$ cat src/rtl/pmod_cls_text_sequencer.sv
// PMOD CLS text sequencer: turns a two-line display request into
// the driver's clear / line1 / line2 command handshake, with refresh.
module pmod_cls_text_sequencer #(
  parameter int parm_fast_simulation = 0,
  parameter int FCLK_ce              = 2500000,
  parameter int parm_refresh_ms      = 1000,
  parameter int parm_clear_on_update = 1,
  parameter int parm_ack_timeout     = 255
) (
  input  logic         i_clk_20mhz,
  input  logic         i_rst_20mhz,
  input  logic         i_ce_2_5mhz,
  input  logic         i_update,
  input  logic [127:0] i_line1,
  input  logic [127:0] i_line2,
  output logic         o_busy,
  output logic         o_seq_done,
  output logic         o_seq_error,
  input  logic         i_command_ready,
  output logic         o_cmd_wr_clear_display,
  output logic         o_cmd_wr_text_line1,
  output logic         o_cmd_wr_text_line2,
  output logic [127:0] o_dat_ascii_line1,
  output logic [127:0] o_dat_ascii_line2
);

  localparam logic [127:0] SPACES = {16{8'h20}};

  localparam bit REF_EN   = (parm_refresh_ms != 0);
  localparam bit CLEAR_EN = (parm_clear_on_update != 0);

  localparam int unsigned REF_TC =
    !REF_EN                     ? 1 :
    (parm_fast_simulation != 0) ? parm_refresh_ms - 1 :
    parm_refresh_ms * (FCLK_ce / 1000) - 1;
  localparam int RW = (REF_TC < 1) ? 1 : $clog2(REF_TC + 1);
  localparam logic [RW-1:0] REF_TC_W = RW'(REF_TC);

  localparam int unsigned ACK_LAST =
    (parm_ack_timeout > 0) ? parm_ack_timeout - 1 : 0;
  localparam int AW = (parm_ack_timeout < 2) ? 1
                      : $clog2(parm_ack_timeout + 1);
  localparam logic [AW-1:0] ACK_LAST_W = AW'(ACK_LAST);

  typedef enum logic [3:0] {
    ST_IDLE,
    ST_LOAD,
    ST_CLR_WAIT,
    ST_CLR_ISSUE,
    ST_L1_WAIT,
    ST_L1_ISSUE,
    ST_L2_WAIT,
    ST_L2_ISSUE,
    ST_DONE,
    ST_ERR
  } state_t;

  state_t        state_q, state_d;
  logic          pend_q;
  logic [127:0]  sh1_q, sh2_q;
  logic [127:0]  dat1_q, dat2_q;
  logic [AW-1:0] ack_q;
  logic [RW-1:0] ref_cnt_q;
  logic          ref_exp_q;

  logic rdy;
  logic ref_hit;
  logic ack_last;
  logic is_issue;
  logic consume;
  logic to_done;
  logic busy;

  assign rdy      = i_command_ready;
  assign ref_hit  = REF_EN && (ref_exp_q || (ref_cnt_q == REF_TC_W));
  assign ack_last = (ack_q == ACK_LAST_W);
  assign is_issue = (state_q == ST_CLR_ISSUE) ||
                    (state_q == ST_L1_ISSUE)  ||
                    (state_q == ST_L2_ISSUE);
  assign consume  = i_ce_2_5mhz && (state_q == ST_IDLE) &&
                    (state_d == ST_LOAD);
  assign to_done  = i_ce_2_5mhz && (state_q != ST_DONE) &&
                    (state_d == ST_DONE);

  // Next-state and decoded outputs; commands follow the ISSUE states.
  always_comb begin
    state_d                = state_q;
    busy                   = 1'b0;
    o_seq_done             = 1'b0;
    o_seq_error            = 1'b0;
    o_cmd_wr_clear_display = 1'b0;
    o_cmd_wr_text_line1    = 1'b0;
    o_cmd_wr_text_line2    = 1'b0;
    unique case (state_q)
      ST_IDLE: begin
        if (i_ce_2_5mhz && (pend_q || ref_hit)) state_d = ST_LOAD;
      end
      ST_LOAD: begin
        busy = 1'b1;
        if (i_ce_2_5mhz)
          state_d = CLEAR_EN ? ST_CLR_WAIT : ST_L1_WAIT;
      end
      ST_CLR_WAIT: begin
        busy = 1'b1;
        if (i_ce_2_5mhz && rdy) state_d = ST_CLR_ISSUE;
      end
      ST_CLR_ISSUE: begin
        busy = 1'b1;
        o_cmd_wr_clear_display = 1'b1;
        if (i_ce_2_5mhz) begin
          if (!rdy)          state_d = ST_L1_WAIT;
          else if (ack_last) state_d = ST_ERR;
        end
      end
      ST_L1_WAIT: begin
        busy = 1'b1;
        if (i_ce_2_5mhz && rdy) state_d = ST_L1_ISSUE;
      end
      ST_L1_ISSUE: begin
        busy = 1'b1;
        o_cmd_wr_text_line1 = 1'b1;
        if (i_ce_2_5mhz) begin
          if (!rdy)          state_d = ST_L2_WAIT;
          else if (ack_last) state_d = ST_ERR;
        end
      end
      ST_L2_WAIT: begin
        busy = 1'b1;
        if (i_ce_2_5mhz && rdy) state_d = ST_L2_ISSUE;
      end
      ST_L2_ISSUE: begin
        busy = 1'b1;
        o_cmd_wr_text_line2 = 1'b1;
        if (i_ce_2_5mhz) begin
          if (!rdy)          state_d = ST_DONE;
          else if (ack_last) state_d = ST_ERR;
        end
      end
      ST_DONE: begin
        o_seq_done = 1'b1;
        if (i_ce_2_5mhz) state_d = ST_IDLE;
      end
      ST_ERR: begin
        o_seq_error = 1'b1;
        if (i_ce_2_5mhz) state_d = ST_IDLE;
      end
      default: state_d = ST_IDLE;
    endcase
  end

  assign o_busy            = busy;
  assign o_dat_ascii_line1 = dat1_q;
  assign o_dat_ascii_line2 = dat2_q;

  // State register and per-command ack counter.
  always_ff @(posedge i_clk_20mhz or posedge i_rst_20mhz) begin
    if (i_rst_20mhz) begin
      state_q <= ST_IDLE;
      ack_q   <= '0;
    end else if (i_ce_2_5mhz) begin
      state_q <= state_d;
      if (state_d != state_q) ack_q <= '0;
      else if (is_issue)      ack_q <= ack_q + 1'b1;
    end
  end

  // Request capture runs every clock; last request wins.
  always_ff @(posedge i_clk_20mhz or posedge i_rst_20mhz) begin
    if (i_rst_20mhz) begin
      pend_q <= 1'b0;
      sh1_q  <= SPACES;
      sh2_q  <= SPACES;
    end else begin
      if (i_update) begin
        pend_q <= 1'b1;
        sh1_q  <= i_line1;
        sh2_q  <= i_line2;
      end else if (consume) begin
        pend_q <= 1'b0;
      end else if (i_ce_2_5mhz && state_q == ST_ERR) begin
        pend_q <= 1'b1;
      end
    end
  end

  // Text presented to the driver changes only when a sequence loads.
  always_ff @(posedge i_clk_20mhz or posedge i_rst_20mhz) begin
    if (i_rst_20mhz) begin
      dat1_q <= SPACES;
      dat2_q <= SPACES;
    end else if (consume) begin
      dat1_q <= sh1_q;
      dat2_q <= sh2_q;
    end
  end

  // Refresh timer: idles during a sequence, restarts on completion.
  always_ff @(posedge i_clk_20mhz or posedge i_rst_20mhz) begin
    if (i_rst_20mhz) begin
      ref_cnt_q <= '0;
      ref_exp_q <= 1'b0;
    end else if (i_ce_2_5mhz) begin
      if (consume || to_done) begin
        ref_cnt_q <= '0;
        ref_exp_q <= 1'b0;
      end else if (!busy && REF_EN) begin
        if (ref_cnt_q == REF_TC_W) ref_exp_q <= 1'b1;
        else                       ref_cnt_q <= ref_cnt_q + 1'b1;
      end
    end
  end

endmodule
$ cat config.mk
export PLATFORM = sky130hd
export DESIGN_NAME = pmod_cls_text_sequencer
export DESIGN_NICKNAME = d
export VERILOG_FILES = /design/src/rtl/pmod_cls_text_sequencer.sv
export SDC_FILE = /design/constraint.sdc
export NUM_CORES = 1
export LEC_CHECK = 0
export CAP_MARGIN = 20
export CELL_PAD_IN_SITES_DETAIL_PLACEMENT = 0
export CELL_PAD_IN_SITES_GLOBAL_PLACEMENT = 1
export CORE_MARGIN = 5
export CORE_UTILIZATION = 40
export CTS_CLUSTER_SIZE = 24
export DETAILED_ROUTE_END_ITERATION = 12
export PLACE_DENSITY = 0.85
export SLEW_MARGIN = 20
export SYNTH_ARGS = -nofsm -noshare
export SYNTH_HDL_FRONTEND = slang
export SYNTH_SLANG_ARGS = --single-unit
$ cat constraint.sdc
create_clock -name i_clk_20mhz -period 29.2 [get_ports i_clk_20mhz]
set_input_delay 7.3 -clock i_clk_20mhz [delete_from_list [all_inputs] [get_ports i_clk_20mhz]]
set_output_delay 7.3 -clock i_clk_20mhz [all_outputs]
set_load 0.03 [all_outputs]
==> metrics.cfg <==
[run_status]
status = completed

[detailed_routing]
viasPerCell = 4.93
ant_nets = 0
drt_iter0_drc = 516
drt_pre_antenna_iters = 6
vias = 12700
wire_per_inst_um = 20.0
wl_um = 51600
top_layer = met5
wl_met1_um = 20600
dr_wl_met3_um = 4560
post-route-drc-count = 0
wl_met2_um = 25300

[worst_setup_path]
cp.arrival_ps = 2640
criticalPathCategory = register to output pin
worst-endpoint-required_ps = 21900
critPathMaxFanout = 9
worstSetupEndpointType = output pin
startpoint_type = register

[clock_tree]
cts_resized = 0
tritoncts = yes
clock_sinks = 548
hold_buffers = 0
cts_setup_buffers = 0
cts-root-buf = clkbuf_16
clkTransAtPathRegs_ps = 60
numCtsBuffers = 57
ctsLongestPathBuffers = 3
htreeDepth = 2
clk_latency_ps = 590

[global_routing]
grt_start_max_net_pins = 184
grt_pass1_wl_um = 79800
grt_usage_pct = 17.5
grt_overflow_total = 0
grt_pass1_vias = 13900
antenna_found_initial = 6

[synth]
synth-seq-cells = 548
synth_edf_count = 0
syn_nets = 1582
netlist_area_um2 = 21100
synth_async_sr_flop_share_pct = 100
yosysWarnings = 0
avgSynthCellArea_um2 = 16.0
synth_cell_types = 48
synthFlopType = dfrtp_1
seq_area_frac_synth_pct = 65.3
syn_inst = 1318

[floorplan]
fp.dieH_um = 240
ioPinCount = 523
std_cell_rows = 84
start_util_pct = 40.3
dieArea_um2 = 57500
core_um2 = 52400
die_w_um = 240

[sta]
finalSetupTns_ps = 0
rsz0062_at_grt = false
fmax_mhz = 101
skew_ps = 13.8
min_period_ps = 9940
finalMaxSlewViolations = 0
tightest_slew_ps = 1100
whs_ps = 475
hold_viol = 0
post-route-period-util_pct = 34.0
worst_slew_margin_rel_pct = 26.6
setup_viol = 0

[finish]
nets = 2108
fin_cells = 2583
drive_above_1_share_pct = 24.1
syn2layout_area_growth_pct = 36.0
final_util_pct = 54.8

[min_path]
hp-class = register to register

[placement]
place.gp.congestion = 0.803
port_buffers = 522
dp_hpwl_um = 35800
dp_cells = 2472

[power]
p_leak_nw = 12.0
powerDensity_nw_per_um2 = 101
p_total_mw = 2.92
vdd_drop_max_mv = 0.0605

[run]
drv_cap = 0

==> final cells by class <==
| class | count | area [um2] |
|---|---|---|
| Timing Repair Buffer | 531 | 5350 |
| Clock inverter | 11 | 115 |
| Sequential cell | 548 | 13800 |
| Inverter | 11 | 48.8 |
| Multi-Input combinational cell | 695 | 6870 |
| Fill cell | 4197 | 23700 |
| Tap cell | 688 | 861 |
| Clock buffer | 94 | 1700 |
| Antenna cell | 5 | 12.5 |
==> placed cells by master, fill, tap and decap left out, drive strengths merged, types with 10 or more instances in the layout <==
cell and count:
clkdlybuf4s50 521, mux2 512, dfrtp 484, clkbuf 94, dfstp 64, nor2 39, nand2 24, xnor2 17
a21oi 12, nor3 12, nand4 11, inv 11, nand3 10, buf 10
==> flip-flops by register name (all words and copies together) (netlist names) <==
| register | flops |
|---|---|
| o_dat_ascii_line1 | 128 |
| o_dat_ascii_line2 | 128 |
| ref_exp_q | 1 |
| state_q | 4 |
| sh1_q | 128 |
| ref_cnt_q | 22 |
| sh2_q | 128 |
| pend_q | 1 |
| ack_q | 8 |
==> Yosys cell counts, types with 2 or more instances <==
cell / number / area (um2)
dfrtp_1: 484 / 12100
mux2_2: 293 / 3300
mux2_1: 219 / 2470
dfstp_2: 64 / 1680
nor2_1: 39 / 146
clkbuf_1: 31 / 116
buf_6: 24 / 270
nand2_1: 24 / 90.1
xnor2_1: 17 / 149
a21oi_1: 12 / 60.1
nor3_1: 11 / 55.1
inv_1: 10 / 37.5
nand3_1: 10 / 50.1
nand4_1: 10 / 62.6
xor2_1: 8 / 70.1
o21ai_0: 7 / 35.0
buf_1: 4 / 15.0
nand2b_1: 4 / 25.0
and3_1: 3 / 18.8
buf_4: 3 / 22.5
ha_1: 3 / 37.5
nor4_1: 3 / 18.8
nor4b_1: 3 / 26.3
a31oi_1: 2 / 12.5
and4_1: 2 / 17.5
buf_2: 2 / 10.0
o211ai_1: 2 / 15.0
o21a_1: 2 / 15.0
o22ai_1: 2 / 12.5
or3_1: 2 / 12.5
==> power by group <==
group	total [mW]	switching, mW	internal [mW]
Combinational	1.10	0.614	0.483
Sequential	1.12	0.121	0.998
Clock	0.700	0.288	0.411
==> final timing paths <==
kind	startpoint	endpoint	slack (ps)	cells past startpoint
worst max-delay path	state_q[3]	o_seq_done	19260	3
worst min-delay path	sh2_q[127]	o_dat_ascii_line2[127]	480	1
worst max register to register	ref_cnt_q[0]	o_dat_ascii_line1[76]	25810	8
worst min register to register	sh2_q[127]	o_dat_ascii_line2[127]	480	1
max in group asynchronous	i_rst_20mhz	sh2_q[34]	19570	4
min in group asynchronous	i_rst_20mhz	sh1_q[96]	7320	2
==> critical path, cell delays in order (launching register included) <==
cell,delay [ps]
dfrtp_1,460
clkinv_1,300
nor3_1,490
clkdlybuf4s50_1,800
==> metrics by stage <==
stage / instance area (um2) / setup WS, ps
after global placement: 26900 / 18510
after CTS: 28700 / 19220
after floorplan: 21100 / 6690
after detailed placement: 26900 / 18680
final: 28700 / 19260
after global routing: 28700 / 19060
==> kinds of logic after synthesis <==
kind of cell               Yosys count  synth area share [%]
AOI/OAI and AO/OA                   37                  1.21
xor gates and xnor gates            25                  1.04
adders and majority gates            3                 0.178
buffers and inverters               75                  2.25
DFF                                548                  65.3
muxes                              512                  27.3
and+or+nand+nor                    118                  2.77
==> layer usage <==
layer  track usage [%]  up-vias
li1                  -     5704
met1              21.7     6564
met2              29.0      377
met3              6.53       87
met4              4.90        6
met5                 0        -
No activity file was read; power rests on OpenSTA's default activity.
